$ cat src/rtl/neuron_mac16_if.sv
// Handshake bundle for the FP16 neuron accumulator:
// start/bias/relu setup, operand beat stream and result port.
interface neuron_mac16_if #(
  parameter int tam = 16
);
  logic           start;
  logic [tam-1:0] bias;
  logic           relu_en;
  logic           in_valid;
  logic           in_ready;
  logic [tam-1:0] x;
  logic [tam-1:0] w;
  logic           in_last;
  logic           out_valid;
  logic           out_ready;
  logic [tam-1:0] y;
  logic           busy;

  modport master (
    output start, bias, relu_en,
    output in_valid, x, w, in_last,
    output out_ready,
    input  in_ready, out_valid, y, busy
  );

  modport slave (
    input  start, bias, relu_en,
    input  in_valid, x, w, in_last,
    input  out_ready,
    output in_ready, out_valid, y, busy
  );
endinterface

$ cat src/rtl/neuron_mac16.sv
// Sequential FP16 neuron: multiply-accumulate of a beat stream,
// bias add and optional ReLU, using truncating FP16 units.
module multi16 #(
  parameter int tam = 16
) (
  input  logic           en,
  input  logic [tam-1:0] a,
  input  logic [tam-1:0] b,
  output logic [tam-1:0] p
);
  logic [21:0]       w_ma;
  logic [21:0]       w_mb;
  logic [21:0]       w_prod;
  logic signed [6:0] w_exp;
  logic [9:0]        w_mant;
  logic              w_sign;
  logic              w_unused;

  assign w_ma     = {11'd0, 1'b1, a[9:0]};
  assign w_mb     = {11'd0, 1'b1, b[9:0]};
  assign w_prod   = w_ma * w_mb;
  assign w_sign   = a[15] ^ b[15];
  assign w_unused = ^w_prod[9:0];

  assign w_exp = $signed({2'b00, a[14:10]})
               + $signed({2'b00, b[14:10]})
               - 7'sd15
               + $signed({6'd0, w_prod[21]});

  assign w_mant = w_prod[21] ? w_prod[20:11]
                             : w_prod[19:10];

  always_comb begin
    p = '0;
    if (en && a[14:10] != 5'd0 && b[14:10] != 5'd0) begin
      // underflow flushes to zero, overflow saturates to Inf
      if (w_exp <= 7'sd0)
        p = '0;
      else if (w_exp >= 7'sd31)
        p = {w_sign, 5'h1f, 10'd0};
      else
        p = {w_sign, w_exp[4:0], w_mant};
    end
  end
endmodule

module sum16 #(
  parameter int tam = 16
) (
  input  logic           en,
  input  logic [tam-1:0] a,
  input  logic [tam-1:0] b,
  output logic [tam-1:0] s
);
  logic        w_swap;
  logic [15:0] w_big;
  logic [15:0] w_sml;
  logic [4:0]  w_d;
  logic [10:0] w_mb;
  logic [10:0] w_ms;
  logic [11:0] w_sum;
  logic [10:0] w_dif;
  logic [3:0]  w_sh;
  logic [10:0] w_nrm;
  logic [4:0]  w_eb;
  logic        w_unused;

  assign w_swap = b[14:0] > a[14:0];
  assign w_big  = w_swap ? b : a;
  assign w_sml  = w_swap ? a : b;
  assign w_eb   = w_big[14:10];
  assign w_d    = w_eb - w_sml[14:10];
  assign w_mb   = {1'b1, w_big[9:0]};
  assign w_ms   = {1'b1, w_sml[9:0]} >> w_d;
  assign w_sum  = {1'b0, w_mb} + {1'b0, w_ms};
  assign w_dif  = w_mb - w_ms;
  assign w_nrm  = w_dif << w_sh;
  assign w_unused = w_nrm[10];

  always_comb begin
    w_sh = 4'd0;
    for (int i = 0; i < 11; i++)
      if (w_dif[i]) w_sh = 4'(10 - i);
  end

  always_comb begin
    s = '0;
    if (!en || w_eb == 5'd0)
      s = '0;
    else if (w_sml[14:10] == 5'd0)
      s = w_big;
    else if (w_big[15] == w_sml[15]) begin
      if (!w_sum[11])
        s = {w_big[15], w_eb, w_sum[9:0]};
      else if (w_eb == 5'd30)
        s = {w_big[15], 5'h1f, 10'd0};
      else
        s = {w_big[15], w_eb + 5'd1, w_sum[10:1]};
    end else begin
      // exact cancellation and underflow both give +0
      if (w_dif == 11'd0)
        s = '0;
      else if ({1'b0, w_eb} <= {2'b00, w_sh})
        s = '0;
      else
        s = {w_big[15], w_eb - 5'(w_sh), w_nrm[9:0]};
    end
  end
endmodule

module neuron_mac16 #(
  parameter int tam      = 16,
  parameter int N_INPUTS = 4
) (
  input logic           clk,
  input logic           rst,
  neuron_mac16_if.slave bus
);
  localparam int CW = $clog2(N_INPUTS) + 1;

  typedef enum logic [1:0] {
    S_IDLE,
    S_ACC,
    S_BIAS,
    S_DONE
  } state_t;

  state_t         r_state;
  logic [tam-1:0] r_prod;
  logic           r_prod_v;
  logic [tam-1:0] r_acc;
  logic [tam-1:0] r_bias;
  logic           r_relu;
  logic [CW-1:0]  r_cnt;
  logic           r_last;
  logic [tam-1:0] r_y;
  logic           r_out_valid;

  logic [tam-1:0] w_prod;
  logic [tam-1:0] w_sum;
  logic [tam-1:0] w_sum_b;
  logic [tam-1:0] w_act;
  logic           w_in_ready;
  logic           w_beat;

  assign w_in_ready = (r_state == S_ACC) && !r_last;
  assign w_beat     = bus.in_valid && w_in_ready;

  // one adder serves both accumulation and the bias add
  assign w_sum_b = (r_state == S_BIAS) ? r_bias : r_prod;
  assign w_act   = (r_relu && w_sum[tam-1]) ? '0 : w_sum;

  multi16 #(.tam(tam)) u_mul (
    .en (1'b1),
    .a  (bus.x),
    .b  (bus.w),
    .p  (w_prod)
  );

  sum16 #(.tam(tam)) u_add (
    .en (1'b1),
    .a  (r_acc),
    .b  (w_sum_b),
    .s  (w_sum)
  );

  assign bus.in_ready  = w_in_ready;
  assign bus.out_valid = r_out_valid;
  assign bus.y         = r_y;
  assign bus.busy      = (r_state != S_IDLE);

  always_ff @(posedge clk) begin
    if (rst) begin
      r_state     <= S_IDLE;
      r_prod      <= '0;
      r_prod_v    <= 1'b0;
      r_acc       <= '0;
      r_bias      <= '0;
      r_relu      <= 1'b0;
      r_cnt       <= '0;
      r_last      <= 1'b0;
      r_y         <= '0;
      r_out_valid <= 1'b0;
    end else begin
      unique case (r_state)
        S_IDLE: begin
          if (bus.start) begin
            r_acc   <= '0;
            r_cnt   <= '0;
            r_bias  <= bus.bias;
            r_relu  <= bus.relu_en;
            r_state <= S_ACC;
          end
        end
        S_ACC: begin
          if (w_beat) begin
            r_prod   <= w_prod;
            r_prod_v <= 1'b1;
            r_cnt    <= r_cnt + CW'(1);
            r_last   <= bus.in_last
                     || (r_cnt == CW'(N_INPUTS - 1));
          end else if (r_prod_v) begin
            r_prod_v <= 1'b0;
          end
          if (r_prod_v) begin
            r_acc <= w_sum;
            if (r_last) r_state <= S_BIAS;
          end
        end
        S_BIAS: begin
          r_y         <= w_act;
          r_out_valid <= 1'b1;
          r_state     <= S_DONE;
        end
        S_DONE: begin
          if (bus.out_ready) begin
            r_out_valid <= 1'b0;
            r_last      <= 1'b0;
            r_state     <= S_IDLE;
          end
        end
        default: r_state <= S_IDLE;
      endcase
    end
  end
endmodule
$ cat src/flat_wrapper.sv
// flat-port wrapper written by rule: the top's interface ports become plain ports
module neuron_mac16_flat 
#(
  parameter int tam      = 16,
  parameter int N_INPUTS = 4
)
  (clk, rst, bus_start, bus_bias, bus_relu_en, bus_in_valid, bus_x, bus_w, bus_in_last, bus_out_ready, bus_in_ready, bus_out_valid, bus_y, bus_busy);
  neuron_mac16_if #(.tam(tam)) bus_i ();
  input logic clk;
  input logic rst;
  input wire logic [$bits(bus_i.start)-1:0] bus_start;
  input wire logic [$bits(bus_i.bias)-1:0] bus_bias;
  input wire logic [$bits(bus_i.relu_en)-1:0] bus_relu_en;
  input wire logic [$bits(bus_i.in_valid)-1:0] bus_in_valid;
  input wire logic [$bits(bus_i.x)-1:0] bus_x;
  input wire logic [$bits(bus_i.w)-1:0] bus_w;
  input wire logic [$bits(bus_i.in_last)-1:0] bus_in_last;
  input wire logic [$bits(bus_i.out_ready)-1:0] bus_out_ready;
  output wire logic [$bits(bus_i.in_ready)-1:0] bus_in_ready;
  output wire logic [$bits(bus_i.out_valid)-1:0] bus_out_valid;
  output wire logic [$bits(bus_i.y)-1:0] bus_y;
  output wire logic [$bits(bus_i.busy)-1:0] bus_busy;
  assign bus_i.start = bus_start;
  assign bus_i.bias = bus_bias;
  assign bus_i.relu_en = bus_relu_en;
  assign bus_i.in_valid = bus_in_valid;
  assign bus_i.x = bus_x;
  assign bus_i.w = bus_w;
  assign bus_i.in_last = bus_in_last;
  assign bus_i.out_ready = bus_out_ready;
  assign bus_in_ready = bus_i.in_ready;
  assign bus_out_valid = bus_i.out_valid;
  assign bus_y = bus_i.y;
  assign bus_busy = bus_i.busy;
  neuron_mac16 #(.tam(tam), .N_INPUTS(N_INPUTS)) u_core (.clk(clk), .rst(rst), .bus(bus_i));
endmodule
$ cat config.mk
export PLATFORM = sky130hd
export DESIGN_NAME = neuron_mac16_flat
export DESIGN_NICKNAME = d
export VERILOG_FILES = /design/src/rtl/neuron_mac16_if.sv /design/src/rtl/neuron_mac16.sv /design/src/flat_wrapper.sv
export SDC_FILE = /design/constraint.sdc
export NUM_CORES = 1
export LEC_CHECK = 0
export CAP_MARGIN = 20
export CELL_PAD_IN_SITES_DETAIL_PLACEMENT = 0
export CELL_PAD_IN_SITES_GLOBAL_PLACEMENT = 2
export CORE_MARGIN = 5
export CORE_UTILIZATION = 35
export DETAILED_ROUTE_END_ITERATION = 8
export PLACE_DENSITY = 0.83
export SLEW_MARGIN = 20
export SYNTH_ARGS = -nofsm -noshare
export SYNTH_HDL_FRONTEND = slang
export SYNTH_SLANG_ARGS = --single-unit
$ cat constraint.sdc
create_clock -name clk -period 17.1 [get_ports clk]
set_input_delay 1.71 -clock clk [delete_from_list [all_inputs] [get_ports clk]]
set_output_delay 1.71 -clock clk [all_outputs]
set_load 0.02 [all_outputs]
==> out/qor.txt, run 1 <==
======================================================================================
All-Layer GR Usage ......................................................       17.32%
Clock root buffer master ................................................ sky130_fd_sc_hd__clkbuf_16
Number of library cell types mapped by synthesis ........................           78
Core area ............................................................... 0.02956 sq mm
Total count of max-transition violations in the final report ............            0
RR Endpoint ............................................................. u_core.bus.y[9]$_SDFFE_PP0P_
EDFF count, synth .......................................................            0
Peak clock frequency supported by timing ................................    91.44 MHz
Layout overhead on the synthesized area .................................       13.36%
Startpoint type of the worst setup path .................................         flop
Average wire length per cell after detail routing .......................     16.83 um
Remaining routing DRC violations ........................................            0
Post-layout worst setup margin ..........................................     6.164 ns
Type of destination of the critical path ................................         flop
Final Hold Viols ........................................................            0
Vias ....................................................................         9297
Synth Warn # ............................................................            0
Worst Reg2Reg Path Length in Cells ......................................           40
Final worst path period share ...........................................       63.96%
Aggregate global routing overflow .......................................            0
Number of buffers on the longest clock path .............................            2
Final ANT Viol Nets .....................................................            0
Fraction of final layout cells with drive strength greater than 1 .......       4.794%
Maximum number of pins on one net before global-route repair ............           48
Worst hold stages .......................................................            2
Fraction of synthesized cell area taken by the top area cell type .......       15.88%
GRT Max-Usage Layer .....................................................         met2
Vias per inst ...........................................................        5.325
Number of sinks driven by the clock tree ................................           73
Slack of the worst reg-to-reg path ......................................      6.16 ns
Largest cells by area after synthesis ................................... sky130_fd_sc_hd__fa_1, sky130_fd_sc_hd__dfxtp_1, sky130_fd_sc_hd__ha_1, sky130_fd_sc_hd__nand2_1, sky130_fd_sc_hd__a21oi_1
CTS resizes .............................................................            0
Master of the slowest instance on the critical path ..................... sky130_fd_sc_hd__a31oi_1
Commonest cells after routing, fill and taps aside ...................... sky130_fd_sc_hd__nand2_1, sky130_fd_sc_hd__inv_1, sky130_fd_sc_hd__ha_1, sky130_fd_sc_hd__a21oi_1, sky130_fd_sc_hd__nor2_1
Final #Nets .............................................................         1605
Worst path buffer plus inverter count ...................................            5
Class of the most critical setup path ................................... flop to flop
Arrival time at the worst endpoint ......................................     11.20 ns
Estimated wirelength of the detail-placed design ........................     24210 um
Maxcap violations .......................................................            0
Top FF cell, synth ...................................................... sky130_fd_sc_hd__dfxtp_1
Initial antenna violation count .........................................            0
Peak fanout along the critical path .....................................           27
Met1 Track Usage GR .....................................................       25.35%
Initial standard-cell utilization of the core ...........................       35.39%
Total standard cell area after synthesis ................................ 0.01046 sq mm
Slew at the pin closest to its max-slew limit ...........................     1.045 ns
Number of fill cells ....................................................         3074
Post-Place Worst Slack ..................................................     5.845 ns
Kind of cell adding the most delay to the critical path ................. compound AO/OA/AOI/OAI gates
Leading area contributor after synthesis ................................ sky130_fd_sc_hd__fa_1
Weighted congestion reported at the end of routability-driven placement .       0.8707
Iter 0 DRT Violations ...................................................          632
End of the worst hold path .............................................. u_core.r_bias[9]$_SDFFE_PP0P_
Detailed-routing iteration count for the pre-antenna-repair pass ........            8
Y dimension of the die ..................................................     182.9 um
Die area ................................................................ 0.03345 sq mm
Number of buffers inserted during clock tree synthesis ..................            9
Sequential fraction of the synthesis area ...............................       13.97%
Met3 Use GR .............................................................       1.587%
Total number of placement rows ..........................................           63
Horizontal extent of the die ............................................     182.9 um
Post-CTS Setup Bufs .....................................................            0
Shortest period the worst path allows ...................................     10.94 ns
Antenna cells ...........................................................            0
Leading cell type in the layout, fill and taps excluded ................. sky130_fd_sc_hd__nand2_1
Level count of the clock H-tree .........................................            3
Worst reg2reg path startpoint ........................................... u_core.r_state[0]$_SDFFE_PP0P_
Max-slew headroom at the worst pin ......................................       30.17%
Worst hold slack after final layout .....................................    0.4535 ns
Worst hold start ........................................................ u_core.r_bias[9]$_SDFFE_PP0P_
Endpoint required time on the critical path .............................     17.36 ns
Setup TNS ...............................................................         0 ns
Global-route wire length before repair ..................................     47550 um
Clock transition at the registers of the reported paths .................      0.06 ns
Maximum clock skew at final layout ......................................  0.004832 ns
Number of standard cells after synthesis ................................         1311
Via count of the first global-routing pass ..............................         9081
Number of hold buffers added after cts ..................................            0
Port buffer count .......................................................           73
RSZ-0062 raised after global routing ....................................           no
Outcome .................................................................    completed
Clock tree from TritonCTS ...............................................        built
Slowest Stage Delay on Critical Path ....................................      0.77 ns
Net Count, Synth ........................................................         1564
Class of the tightest hold or removal check ............................. flop to flop
Post-synthesis average cell area ........................................  7.980 sq um
Clock insertion delay at the later pin of the skew report ...............      0.34 ns
Final wirelength ........................................................     29390 um
Fraction of registers with async set or reset after synthesis ...........           0%
Met2 routing resource usage after global routing ........................       28.24%
Total I/O pin count .....................................................           74
FF+latch count, synth ...................................................           73
Final setup violation count .............................................            0
======================================================================================
-- routing by layer --
layer | vias up | part of all wire (%)
met2 | 187 | 47
met3 | 19 | 3.6
met5 | - | 0
li1 | 4592 | -
met1 | 4499 | 48
met4 | 0 | 0.89
-- through the flow --
step | instance area [sq um] | utilization (%) | std cells
final | 11860 | 40.12 | 1746
after global routing | 11860 | 40.12 | 1746
after CTS | 11850 | 40.09 | 1746
after detailed placement | 11530 | 39.02 | 1731
after global placement | 11530 | 39.02 | 1731
after floorplan | 10460 | - | 1311
-- worst reg2reg max path, delay by kind of cell (launching register included) --
kind	cells	cell delay, ns
AO/OA/AOI/OAI	17	4.71
flip-flops	1	0.34
buffers and inverters	5	0.80
multiplexers	3	1.08
adder cells (fa/ha/maj)	4	1.31
AND/OR/NAND/NOR	11	2.61
-- cells by family after synthesis --
| kind of cell | after synthesis | synth area share [%] |
|---|---|---|
| compound gates | 296 | 18.96 |
| xor+xnor | 40 | 3.421 |
| fa+ha+maj | 198 | 29.64 |
| buf+inv | 196 | 7.320 |
| flops | 73 | 13.97 |
| mux | 59 | 6.088 |
| simple gates | 449 | 20.61 |
-- Yosys cell counts (all sizes together), types with 10 or more instances --
library cell,instances
a21o,11
a21oi,107
a31oi,10
and2,65
buf,12
clkbuf,40
dfxtp,73
fa,83
ha,115
inv,143
mux2,14
mux2i,44
nand2,161
nand2b,24
nand3,15
nor2,91
nor3,32
o211ai,15
o21a,13
o21ai,49
or2,11
xnor2,28
xor2,12
-- final cells by class --
cell class              instances  area (sq um)  area share, %
inverters                     144         545.5          4.600
clock buffers                  10         239.0          2.015
repair buffers                 82         798.3          6.731
flip-flops and latches         73          1461          12.32
well taps                     390         488.0          4.115
clock inverters                 5         78.83         0.6647
multi-input cells            1042          8248          69.55
-- state kept, by name, indices dropped and copies added, names as in the netlist --
name	cells
u_core.r_prod	16
u_core.r_prod_v	1
u_core.r_relu	1
u_core.bus.out_valid	1
u_core.r_bias	16
u_core.r_acc	16
u_core.bus.y	16
u_core.r_last	1
u_core.r_state	2
u_core.r_cnt	3
-- worst max-delay path by stage --
stage                                    endpoint  slack [ns]  cells after the start                            from
floorplan           u_core.r_prod[0]$_SDFFE_PP0P_        7.48                     36                        bus_w[4]
global placement    u_core.r_prod[0]$_SDFFE_PP0P_        6.10                     35                        bus_w[4]
detailed placement  u_core.r_prod[0]$_SDFFE_PP0P_        5.84                     35                        bus_w[4]
CTS                  u_core.bus.y[9]$_SDFFE_PP0P_        6.22                     40  u_core.r_state[0]$_SDFFE_PP0P_
global route         u_core.bus.y[9]$_SDFFE_PP0P_        5.36                     40  u_core.r_state[0]$_SDFFE_PP0P_
finish               u_core.bus.y[9]$_SDFFE_PP0P_        6.16                     40  u_core.r_state[0]$_SDFFE_PP0P_
Power of run 1 is not shown: default switching activity piles up to over one toggle a cycle in this logic, so the estimate is an artifact.
==> run 2: changes to the inputs <==
--- a/config.mk
+++ b/config.mk
@@ -9,9 +9,9 @@
 export CELL_PAD_IN_SITES_DETAIL_PLACEMENT = 0
 export CELL_PAD_IN_SITES_GLOBAL_PLACEMENT = 2
 export CORE_MARGIN = 5
-export CORE_UTILIZATION = 35
+export CORE_UTILIZATION = 33
 export DETAILED_ROUTE_END_ITERATION = 8
-export PLACE_DENSITY = 0.83
+export PLACE_DENSITY = 0.82
 export SLEW_MARGIN = 20
 export SYNTH_ARGS = -nofsm -noshare
 export SYNTH_HDL_FRONTEND = slang
==> constraint.sdc (replaced) <==
create_clock -name clk -period 9.8 [get_ports clk]
set_input_delay 0.98 -clock clk [delete_from_list [all_inputs] [get_ports clk]]
set_output_delay 0.98 -clock clk [all_outputs]
set_load 0.02 [all_outputs]
==> run 2 against run 1 <==
Final cell count up 2.9%. Register-to-register slack worse by 5.4 ns. Routed wire length up 0.97%. Count of clock-buffer cells in the layout up 2. First-iteration DRC count decreased by 7.3%. Die area rose by 5.7%. Global-route usage is 0.84 points lower. Largest cell class unchanged. Sequential share of layout area shrank 0.33 points. Worst setup slack worse by 5.6 ns.
==> out/qor.txt, run 2 (synthesis results as in run 1) <==
======================================================================================
Vias ....................................................................         9339   +0.45%
Final worst path period share ...........................................       94.12%
Worst path buffer plus inverter count ...................................            5   unchanged
Arrival time at the worst endpoint ......................................      9.46 ns   -1.74 ns
Shortest period the worst path allows ...................................     9.224 ns
Slew at the pin closest to its max-slew limit ...........................    0.9920 ns   -0.05333 ns
RSZ-0062 raised after global routing ....................................           no
Final wirelength ........................................................     29680 um   +0.97%
Clock root buffer master ................................................ sky130_fd_sc_hd__clkbuf_16
Detailed-routing iteration count for the pre-antenna-repair pass ........            5   -3
Level count of the clock H-tree .........................................            3   unchanged
Leading cell type in the layout, fill and taps excluded ................. sky130_fd_sc_hd__nand2_1
Outcome .................................................................    completed
Peak fanout along the critical path .....................................           11   -59%
Final Hold Viols ........................................................            0   unchanged
Port buffer count .......................................................           73   unchanged
Total I/O pin count .....................................................           74   unchanged
Final setup violation count .............................................            0   unchanged
Number of hold buffers added after cts ..................................            0   unchanged
Final #Nets .............................................................         1643   +2.4%
Remaining routing DRC violations ........................................            0   unchanged
Initial standard-cell utilization of the core ...........................       33.32%   -2.1 points
Total count of max-transition violations in the final report ............            0   unchanged
Endpoint required time on the critical path .............................     10.03 ns   -7.33 ns
Vias per inst ...........................................................        5.197   -2.4%
Antenna cells ...........................................................            0   unchanged
Estimated wirelength of the detail-placed design ........................     24640 um   +1.8%
Initial antenna violation count .........................................            0   unchanged
Y dimension of the die ..................................................     188.0 um   +2.8%
Class of the tightest hold or removal check ............................. flop to flop
Total number of placement rows ..........................................           65   +3.2%
Worst hold slack after final layout .....................................    0.4535 ns   +0.00002400 ns
Class of the most critical setup path ................................... input pin to flop
Maxcap violations .......................................................            0   unchanged
Global-route wire length before repair ..................................     48350 um   +1.7%
All-Layer GR Usage ......................................................       16.48%   -0.84 points
Clock insertion delay at the later pin of the skew report ...............      0.35 ns   about the same
Peak clock frequency supported by timing ................................    108.4 MHz
Die area ................................................................ 0.03536 sq mm   +5.7%
Max-slew headroom at the worst pin ......................................       33.17%   +3.0 points
Number of buffers inserted during clock tree synthesis ..................            9   unchanged
Kind of cell adding the most delay to the critical path .................  adder cells
Clock transition at the registers of the reported paths .................      0.06 ns   about the same
Type of destination of the critical path ................................         flop
Final ANT Viol Nets .....................................................            0   unchanged
DP Cell Count ...........................................................         1781   +2.9%
Via count of the first global-routing pass ..............................         9215   +1.5%
Layout Cells excl Fill ..................................................         1797   +2.9%
Setup TNS ...............................................................         0 ns   unchanged
Commonest cells after routing, fill and taps aside ...................... sky130_fd_sc_hd__nand2_1, sky130_fd_sc_hd__inv_1, sky130_fd_sc_hd__ha_1, sky130_fd_sc_hd__a21oi_1, sky130_fd_sc_hd__nor2_1
Average wire length per cell after detail routing .......................     16.51 um   -1.9%
Master of the slowest instance on the critical path ..................... sky130_fd_sc_hd__clkdlybuf4s50_1
Horizontal extent of the die ............................................     188.0 um   +2.8%
Weighted congestion reported at the end of routability-driven placement .       0.9193   +5.6%
Maximum number of pins on one net before global-route repair ............           48   unchanged
Clock tree from TritonCTS ...............................................        built
Slowest Stage Delay on Critical Path ....................................      0.62 ns   -0.15 ns
Number of sinks driven by the clock tree ................................           73   unchanged
Maximum clock skew at final layout ......................................   0.01458 ns   +0.009749 ns
Aggregate global routing overflow .......................................            0   unchanged
Core area ............................................................... 0.03139 sq mm   +6.2%
Iter 0 DRT Violations ...................................................          586   -7.3%
Post-CTS Setup Bufs .....................................................            0   unchanged
Number of buffers on the longest clock path .............................            2   unchanged
Startpoint type of the worst setup path .................................    input pin
Fraction of final layout cells with drive strength greater than 1 .......       7.670%   +2.9 points
Layout overhead on the synthesized area .................................       16.52%
======================================================================================
==> run 2: layer usage <==
metal  global-route usage (%)  vias to the layer above  share of wire, %
met5                        0                        -                 0
met4                    3.077                        0               1.1
met3                    1.713                       36               3.3
met2                    26.58                      165                46
met1                    24.07                     4477                49
li1                         -                     4661                 -
==> run 2: repair_timing <==
item | CTS | global route
setup endpoints to repair | 0 | 37
resized for setup | 0 | 12
hold endpoints to repair | 0 | 0
==> run 2: metrics by stage <==
stage | setup WS (ns) | util (%) | instance area [sq um]
global placement | 0.1171 | 37.68 | 11830
CTS | 0.2883 | 38.68 | 12140
floorplan | 0.6710 | - | 10460
finish | 0.5763 | 38.83 | 12190
detailed placement | -0.05198 | 37.68 | 11830
global route | 0.007438 | 38.83 | 12190
==> run 2: area by class of cell <==
| class | instances | area [sq um] |
|---|---|---|
| fill | 3287 | 19200 |
| clock inverter | 4 | 50.05 |
| timing repair buffer | 120 | 1096 |
| multi-input combinational | 1042 | 8267 |
| inverter | 144 | 545.5 |
| clock buffer | 12 | 266.5 |
| tap | 402 | 503.0 |
| sequential | 73 | 1461 |
==> run 2: path summary, 6_finish.rpt <==
kind / slack, ns / cells after the start / start / to
min: 0.45 / 2 / u_core.bus.y[14]$_SDFFE_PP0P_ / u_core.bus.y[14]$_SDFFE_PP0P_
max: 0.58 / 33 / bus_x[4] / u_core.r_prod[2]$_SDFFE_PP0P_
max reg2reg: 0.72 / 41 / u_core.r_state[0]$_SDFFE_PP0P_ / u_core.bus.y[5]$_SDFFE_PP0P_
min reg2reg: 0.45 / 2 / u_core.bus.y[14]$_SDFFE_PP0P_ / u_core.bus.y[14]$_SDFFE_PP0P_
==> run 2: worst reg2reg max path: cells and delay by family (launching register included) <==
family,cells,cell delay [ns]
compound gates,16,3.64
simple gates,12,2.16
fa+ha+maj,5,1.36
buf+inv,5,0.67
mux,2,0.61
flops,1,0.33
xor+xnor,1,0.17
Power of run 2 is left out for the same reason.
==> run 3: changes to the inputs <==
--- a/config.mk
+++ b/config.mk
@@ -12,7 +12,6 @@
 export CORE_UTILIZATION = 33
 export DETAILED_ROUTE_END_ITERATION = 8
 export PLACE_DENSITY = 0.82
-export SLEW_MARGIN = 20
 export SYNTH_ARGS = -nofsm -noshare
 export SYNTH_HDL_FRONTEND = slang
 export SYNTH_SLANG_ARGS = --single-unit
==> results of run 3 <==
No change in the layout: final DEF, timing and power equal those of run 2.
Power of run 3 is left out for the same reason.
